<file path="src/rtl/console_pkg.sv">
// Shared constants and state encoding for the text console write controller.
package console_pkg;

    localparam logic [7:0] ASC_BS       = 8'h08;
    localparam logic [7:0] ASC_HT       = 8'h09;
    localparam logic [7:0] ASC_LF       = 8'h0A;
    localparam logic [7:0] ASC_FF       = 8'h0C;
    localparam logic [7:0] ASC_CR       = 8'h0D;
    localparam logic [7:0] ASC_PRINT_LO = 8'h20;
    localparam logic [7:0] ASC_PRINT_HI = 8'h7E;

    typedef enum logic [1:0] {
        CLR_ALL,
        IDLE,
        WRITE,
        CLR_LINE
    } state_e;

endpackage

</file>
<file path="src/rtl/line_len_table.sv">
// Per-physical-row line length store: sync writes, async read, bulk clear.
module line_len_table #(
    parameter int unsigned ROW_W = 5,
    parameter int unsigned LEN_W = 8
) (
    input  logic             clk,
    input  logic             clear,
    input  logic             we,
    input  logic [ROW_W-1:0] waddr,
    input  logic [LEN_W-1:0] wdata,
    input  logic             zero_we,
    input  logic [ROW_W-1:0] zero_addr,
    input  logic [ROW_W-1:0] raddr,
    output logic [LEN_W-1:0] rdata
);

    localparam int unsigned NROWS = 2 ** ROW_W;

    logic [LEN_W-1:0] len_q [NROWS];

    // Zero port is used for the row being opened, the data port for the row being closed.
    always_ff @(posedge clk) begin
        for (int i = 0; i < NROWS; i++) begin
            if (clear) begin
                len_q[i] <= '0;
            end else if (we && waddr == ROW_W'(i)) begin
                len_q[i] <= wdata;
            end else if (zero_we && zero_addr == ROW_W'(i)) begin
                len_q[i] <= '0;
            end
        end
    end

    assign rdata = len_q[raddr];

endmodule

</file>
<file path="src/rtl/text_console_ctrl.sv">
// Terminal cursor tracker and character-buffer write controller with scroll,
// line clearing and control-code handling.
module text_console_ctrl
    import console_pkg::*;
#(
    parameter int unsigned COLS  = 70,
    parameter int unsigned ROWS  = 30,
    parameter int unsigned COL_W = 7,
    parameter int unsigned ROW_W = 5,
    parameter int unsigned TAB_W = 8
) (
    input  logic                   clk,
    input  logic                   reset,
    input  logic                   char_valid,
    input  logic [7:0]             char_data,
    output logic                   char_ready,
    output logic                   buf_we,
    output logic [COL_W+ROW_W-1:0] buf_addr,
    output logic [7:0]             buf_wdata,
    output logic [ROW_W-1:0]       line_offset,
    output logic [COL_W-1:0]       cur_col,
    output logic [ROW_W-1:0]       cur_row,
    output logic                   busy
);

    localparam int unsigned LEN_W = COL_W + 1;
    localparam logic [COL_W:0] COLS_L   = (COL_W+1)'(COLS);
    localparam logic [COL_W:0] LAST_CLR = (COL_W+1)'(COLS - 1);
    localparam logic [COL_W:0] TAB_STEP = (COL_W+1)'(TAB_W);
    localparam logic [COL_W:0] TAB_MASK = TAB_STEP - (COL_W+1)'(1);
    localparam logic [LEN_W-1:0] LEN_FULL = LEN_W'(COLS);

    state_e                 state_q, state_d;
    logic [COL_W-1:0]       col_q, col_d;
    logic [ROW_W-1:0]       row_q, row_d;
    logic [ROW_W-1:0]       off_q, off_d;
    logic                   we_q, we_d;
    logic [COL_W+ROW_W-1:0] addr_q, addr_d;
    logic [7:0]             wdata_q, wdata_d;
    logic                   ready_q, ready_d;
    logic                   busy_q, busy_d;
    logic [COL_W:0]         clr_col_q, clr_col_d;
    logic [ROW_W:0]         clr_row_q, clr_row_d;
    logic [ROW_W-1:0]       clr_tgt_q, clr_tgt_d;
    logic                   wrap_q, wrap_d;

    logic [ROW_W-1:0] phys_c, adv_row, adv_off, adv_phys, bs_row, bs_phys;
    logic [COL_W-1:0] bs_col;
    logic [COL_W:0]   tab_col;
    logic             tab_wrap, printable, go_line;
    logic             len_we, len_clear;
    logic [LEN_W-1:0] len_wdata, len_rdata;

    // Cursor arithmetic shared by all codes
    always_comb begin
        phys_c    = row_q + off_q;
        adv_row   = (row_q == ROW_W'(ROWS - 1)) ? row_q : row_q + ROW_W'(1);
        adv_off   = (row_q == ROW_W'(ROWS - 1)) ? off_q + ROW_W'(1) : off_q;
        adv_phys  = adv_row + adv_off;
        bs_row    = row_q - ROW_W'(1);
        bs_phys   = bs_row + off_q;
        bs_col    = (len_rdata == '0) ? '0 : COL_W'(len_rdata - LEN_W'(1));
        tab_col   = ({1'b0, col_q} & ~TAB_MASK) + TAB_STEP;
        tab_wrap  = (tab_col >= COLS_L);
        printable = (char_data >= ASC_PRINT_LO) && (char_data <= ASC_PRINT_HI);
    end

    line_len_table #(
        .ROW_W (ROW_W),
        .LEN_W (LEN_W)
    ) u_line_len (
        .clk       (clk),
        .clear     (len_clear),
        .we        (len_we),
        .waddr     (phys_c),
        .wdata     (len_wdata),
        .zero_we   (go_line || wrap_d),
        .zero_addr (adv_phys),
        .raddr     (bs_phys),
        .rdata     (len_rdata)
    );

    always_comb begin
        state_d   = state_q;
        col_d     = col_q;
        row_d     = row_q;
        off_d     = off_q;
        we_d      = 1'b0;
        addr_d    = addr_q;
        wdata_d   = wdata_q;
        clr_col_d = clr_col_q;
        clr_row_d = clr_row_q;
        clr_tgt_d = clr_tgt_q;
        wrap_d    = 1'b0;
        go_line   = 1'b0;
        len_we    = 1'b0;
        len_wdata = '0;
        len_clear = 1'b0;

        case (state_q)
            CLR_ALL: begin
                len_clear = 1'b1;
                if (clr_row_q[ROW_W]) begin
                    state_d   = IDLE;
                    clr_row_d = '0;
                    clr_col_d = '0;
                end else begin
                    we_d    = 1'b1;
                    addr_d  = {clr_col_q[COL_W-1:0], clr_row_q[ROW_W-1:0]};
                    wdata_d = 8'h00;
                    if (clr_col_q == LAST_CLR) begin
                        clr_col_d = '0;
                        clr_row_d = clr_row_q + (ROW_W+1)'(1);
                    end else begin
                        clr_col_d = clr_col_q + (COL_W+1)'(1);
                    end
                end
            end

            IDLE: begin
                if (char_valid && ready_q) begin
                    state_d = WRITE;
                    if (printable) begin
                        we_d    = 1'b1;
                        addr_d  = {col_q, phys_c};
                        wdata_d = char_data;
                        if (col_q == COL_W'(COLS - 1)) begin
                            len_we    = 1'b1;
                            len_wdata = LEN_FULL;
                            col_d     = '0;
                            row_d     = adv_row;
                            off_d     = adv_off;
                            wrap_d    = 1'b1;
                        end else begin
                            col_d = col_q + COL_W'(1);
                        end
                    end else if (char_data == ASC_LF) begin
                        len_we    = 1'b1;
                        len_wdata = {1'b0, col_q};
                        go_line   = 1'b1;
                    end else if (char_data == ASC_CR) begin
                        col_d = '0;
                    end else if (char_data == ASC_HT) begin
                        if (tab_wrap) begin
                            len_we    = 1'b1;
                            len_wdata = LEN_FULL;
                            go_line   = 1'b1;
                        end else begin
                            col_d = tab_col[COL_W-1:0];
                        end
                    end else if (char_data == ASC_BS) begin
                        if (col_q != '0) begin
                            col_d   = col_q - COL_W'(1);
                            we_d    = 1'b1;
                            addr_d  = {col_q - COL_W'(1), phys_c};
                            wdata_d = 8'h00;
                        end else if (row_q != '0) begin
                            row_d   = bs_row;
                            col_d   = bs_col;
                            we_d    = 1'b1;
                            addr_d  = {bs_col, bs_phys};
                            wdata_d = 8'h00;
                        end
                    end else if (char_data == ASC_FF) begin
                        col_d     = '0;
                        row_d     = '0;
                        off_d     = '0;
                        clr_col_d = '0;
                        clr_row_d = '0;
                        state_d   = CLR_ALL;
                    end

                    // Line break: new line opens and its first clear write is issued now
                    if (go_line) begin
                        col_d     = '0;
                        row_d     = adv_row;
                        off_d     = adv_off;
                        we_d      = 1'b1;
                        addr_d    = {COL_W'(0), adv_phys};
                        wdata_d   = 8'h00;
                        clr_col_d = (COL_W+1)'(1);
                        clr_tgt_d = adv_phys;
                        state_d   = CLR_LINE;
                    end
                end
            end

            WRITE: begin
                if (wrap_q) begin
                    we_d      = 1'b1;
                    addr_d    = {COL_W'(0), phys_c};
                    wdata_d   = 8'h00;
                    clr_col_d = (COL_W+1)'(1);
                    clr_tgt_d = phys_c;
                    state_d   = CLR_LINE;
                end else begin
                    state_d = IDLE;
                end
            end

            CLR_LINE: begin
                if (clr_col_q == COLS_L) begin
                    state_d = IDLE;
                end else begin
                    we_d      = 1'b1;
                    addr_d    = {clr_col_q[COL_W-1:0], clr_tgt_q};
                    wdata_d   = 8'h00;
                    clr_col_d = clr_col_q + (COL_W+1)'(1);
                end
            end

            default: state_d = CLR_ALL;
        endcase

        ready_d = (state_d == IDLE);
        busy_d  = (state_d == CLR_ALL);
    end

    always_ff @(posedge clk) begin
        if (reset) begin
            state_q   <= CLR_ALL;
            col_q     <= '0;
            row_q     <= '0;
            off_q     <= '0;
            we_q      <= 1'b0;
            addr_q    <= '0;
            wdata_q   <= '0;
            ready_q   <= 1'b0;
            busy_q    <= 1'b1;
            clr_col_q <= '0;
            clr_row_q <= '0;
            clr_tgt_q <= '0;
            wrap_q    <= 1'b0;
        end else begin
            state_q   <= state_d;
            col_q     <= col_d;
            row_q     <= row_d;
            off_q     <= off_d;
            we_q      <= we_d;
            addr_q    <= addr_d;
            wdata_q   <= wdata_d;
            ready_q   <= ready_d;
            busy_q    <= busy_d;
            clr_col_q <= clr_col_d;
            clr_row_q <= clr_row_d;
            clr_tgt_q <= clr_tgt_d;
            wrap_q    <= wrap_d;
        end
    end

    assign char_ready  = ready_q;
    assign buf_we      = we_q;
    assign buf_addr    = addr_q;
    assign buf_wdata   = wdata_q;
    assign line_offset = off_q;
    assign cur_col     = col_q;
    assign cur_row     = row_q;
    assign busy        = busy_q;

endmodule

</file>
<file path="config.mk">
export PLATFORM = sky130hd
export DESIGN_NAME = text_console_ctrl
export DESIGN_NICKNAME = d
export VERILOG_FILES = /design/src/rtl/console_pkg.sv /design/src/rtl/line_len_table.sv /design/src/rtl/text_console_ctrl.sv
export SDC_FILE = /design/constraint.sdc
export NUM_CORES = 1
export LEC_CHECK = 0
export ABC_CLOCK_PERIOD_IN_PS = 4100
export BUFFER_PORTS_ARGS = -buffer_cell sky130_fd_sc_hd__buf_4
export CORE_ASPECT_RATIO = 0.75
export CORE_MARGIN = 1
export CORE_UTILIZATION = 45
export DETAILED_ROUTE_END_ITERATION = 8
export PLACE_DENSITY = 0.68
export SLEW_MARGIN = 20
export SYNTH_ARGS = -nofsm -noshare
export SYNTH_HDL_FRONTEND = slang
export SYNTH_SLANG_ARGS = --single-unit
</file>
<file path="constraint.sdc">
create_clock -name clk -period 4.1 [get_ports clk]
set_input_delay 0 -clock clk [delete_from_list [all_inputs] [get_ports clk]]
set_output_delay 0 -clock clk [all_outputs]
set_load 0.01 [all_outputs]
</file>
==> run_results.csv <==
group,metric,value,unit
placed_design,routabilityCongestion,0.975,
routing,drc,0,
synthesis,synth_warnings,0,
synthesis,ys_types,75,
grt,grt_pass1_vias,10900,
timing,slew_violations,0,
grt,use_met3,6.33,%
layout,antenna_cells,0,
layout,area.growth.synth_to_final,15.8,%
grt,grtUsageTotal,25.3,%
grt,grt.busiest_layer,"met1",
power,p_sw,0.00119,W
die,die_w,212,um
setup_path,endpoint_kind,"register",
timing,min_period_over_period,96.8,%
synthesis,synth_seq_cells,286,
routing,dr.pass1.iters,5,
timing,rsz0062_at_grt,"true",
routing,ant_nets,0,
setup_path,reg2reg_depth,14,
synthesis,syn_inst,1384,
die,boundaryPins,51,
timing,max_slew.worst_pin.slew,0.791,ns
clocking,clk_latency,0.57,ns
synthesis,syn_area,14900,um^2
layout,drive_above_1_share,17.3,%
worst_hold_path,hold_depth,8,
placed_design,io_buffers,50,
grt,antenna_found_initial,0,
setup_path,crit_type,"reg2reg",
synthesis,ys_seq_area_share,53.4,%
grt,grt_util_met1,40.0,%
clocking,clkTransAtPathRegs,0.06,ns
clocking,cts_sinks,286,
worst_hold_path,hp-class,"in2reg",
timing,clock_skew,0.0145,ns
layout,fin_nets,1514,
run_status,status,"finished clean",
layout,final_util,53.1,%
synthesis,syn_area_per_cell,10.8,um^2
synthesis,synthFlopType,"edfxtp_1",
power,ir_worst_vdd,316,uV
setup_path,crit_arrival,4.43,ns
clocking,cts_max_level,1,
clocking,cts_root_buf,"clkbuf_16",
clocking,clock_path_buffers,3,
clocking,cts_tree,"done",
setup_path,cp-start-kind,"register",
routing,drt-initial-drc-count,1513,
power,seqPwrFrac,53.9,%
die,chipHeight,160,um
synthesis,synth_fp_nets,1425,
setup_path,required,4.56,ns
routing,via_count,11600,
timing,finalCriticalPeriod,3.97,ns
power,p_comb_share,1.4,%
timing,fmaxAchievable,252,MHz
setup_path,worstPathMaxFanout,14,
job,max-cap-violations,0,
die,core,32500,um^2
timing,max_slew_margin,47.3,%
placed_design,dp_hpwl,29500,um
grt,overflow,0,
routing,via_per_inst,6.00,
power,power.leakage,6.60,nW
routing,wire_per_inst,22.2,um
die,initial_core_util,45.8,%
layout,regArea,7970,um^2
routing,wl,43000,um
timing,setup_viol,0,
synthesis,synth_edf_count,224,
timing,setup_tns,0,ns
clocking,cts_buffers,28,
grt,grt_use_met2,34.7,%
die,die_area,33900,um^2
power,p_per_area,332,nW/um^2
grt,grt_max_degree,50,
power,intPower,0.00454,W
grt,grt_pass1_wl,64700,um
layout,multi_input_area,6590,um^2
timing,finalHoldViolCount,0,
die,rows,57,
power,clkPwrFrac,44.7,%
synthesis,synthArstFlopShare,0,%
power,switching_share,20.8,%
layout,nFillCells,2827,
-- kinds of logic after synthesis --
kind of cell / after synthesis / share of synthesized area [%]
AOI/OAI and AO/OA: 201 / 9.00
and+or+nand+nor: 657 / 19.1
xor gates and xnor gates: 39 / 2.49
muxes: 77 / 10.2
DFF: 286 / 53.4
adders and majority gates: 30 / 2.67
buffers and inverters: 94 / 3.02
-- cells in the final DEF, fill, tap and decap left out, types with 15 or more instances in the layout --
cell | netlist | final
a211oi_1 | 17 | 17
a21oi_1 | 57 | 57
and3_1 | 16 | 16
buf_4 | 7 | 119
clkbuf_16 | 0 | 31
dfxtp_1 | 62 | 61
dlygate4sd3_1 | 0 | 16
edfxtp_1 | 224 | 224
ha_1 | 27 | 24
mux4_2 | 48 | 48
nand2_1 | 169 | 169
nand3_1 | 58 | 55
nor2_1 | 317 | 315
nor3_1 | 18 | 16
o211ai_1 | 18 | 18
o21ai_0 | 32 | 32
xnor2_1 | 17 | 15
xor2_1 | 18 | 17
-- layout make-up --
| cell class | instances | share of cell area, % |
|---|---|---|
| flip-flops and latches | 286 | 46.2 |
| multi-input cells | 1004 | 38.2 |
| repair buffers | 142 | 6.97 |
| clock buffers | 42 | 4.89 |
| well taps | 442 | 3.20 |
| clock inverters | 10 | 0.384 |
| inverters | 11 | 0.239 |
-- critical path: stages (launching register included) --
cell	delay (ns)
dfxtp_2	0.37
inv_1	0.12
ha_1	0.30
inv_1	0.08
fa_2	0.67
buf_4	0.20
buf_16	0.18
mux4_2	0.21
nand2_1	0.08
a211oi_1	0.42
and3b_1	0.27
mux2_2	0.29
nor3b_1	0.14
mux2_2	0.32
o21a_1	0.20
-- stage by stage --
step	setup WS [ns]	instance area, um^2	power [W]	instances	hold WS (ns)
after floorplan	0.119	14900	0.00319	1384	0.0839
after global placement	0.0833	16000	0.00323	1864	0.288
after CTS	0.0121	17100	0.00574	1933	0.0710
after detailed placement	0.0284	16000	0.00323	1864	0.295
after global routing	-0.0915	17300	0.00585	1937	0.162
final	0.132	17300	0.00574	1937	0.112
-- final timing paths --
check / start / end / slack, ns
setup reg to reg: cur_row[0] / cur_col[6] / 0.13
hold reg to reg: buf_addr[2] / buf_addr[2] / 0.46
hold / removal: char_data[7] / cur_col[0] / 0.11
setup / recovery: cur_row[0] / cur_col[6] / 0.13
-- cell usage after synthesis, types with 11 or more instances --
library cell    n  area share [%]
xnor2_1        17             1.0
nand2b_1       11            0.46
a21o_1         12            0.60
clkbuf_1       44             1.1
o21ai_0        32             1.1
nor2_1        317             8.0
xor2_1         18             1.1
mux4_2         48             7.3
buf_2          21            0.70
ha_1           27             2.3
inv_1          11            0.28
a211oi_1       17            0.86
and3_1         16            0.67
nor2b_1        11            0.46
nand3_1        58             1.9
mux2i_1        14            0.94
nand2_1       169             4.3
a21oi_1        57             1.9
edfxtp_1      224              45
dfxtp_1        62             8.3
nand4_1        11            0.46
and2_1         11            0.46
nor3_1         18            0.60
o211ai_1       18            0.91
-- power groups by stage --
stage | logic (W) | clock network [W] | registers, W
global route | 0.0000875 | 0.00267 | 0.00309
global placement | 0.0000708 | 0 | 0.00316
finish | 0.0000804 | 0.00256 | 0.00309
floorplan | 0.0000405 | 0 | 0.00315
detailed placement | 0.0000711 | 0 | 0.00316
CTS | 0.0000782 | 0.00257 | 0.00309
-- layer usage --
metal / vias up / wire length, um
met1: 5702 / 19100
met4: 0 / 867
met2: 653 / 17800
met3: 68 / 5150
li1: 5200 / -
met5: - / 0
-- timing repair --
item / CTS / global route
gates resized for setup: 0 / 17
endpoints found under the setup margin: 1 / 177
buffers inserted: 0 / 2
endpoints found under the hold margin: 35 / 0
hold buffers: 16 / 0
cloned: 1 / 2
pin swaps: 0 / 2
-- state kept, by name (all words and copies together) (netlist names), 2 cells and up --
| name | flops |
|---|---|
| buf_addr | 12 |
| buf_wdata | 8 |
| clr_col_q | 8 |
| clr_row_q | 6 |
| clr_tgt_q | 5 |
| cur_col | 7 |
| cur_row | 5 |
| line_offset | 5 |
| state_q | 2 |
| u_line_len.len_q | 224 |
Power figures use the tool's default switching activity.
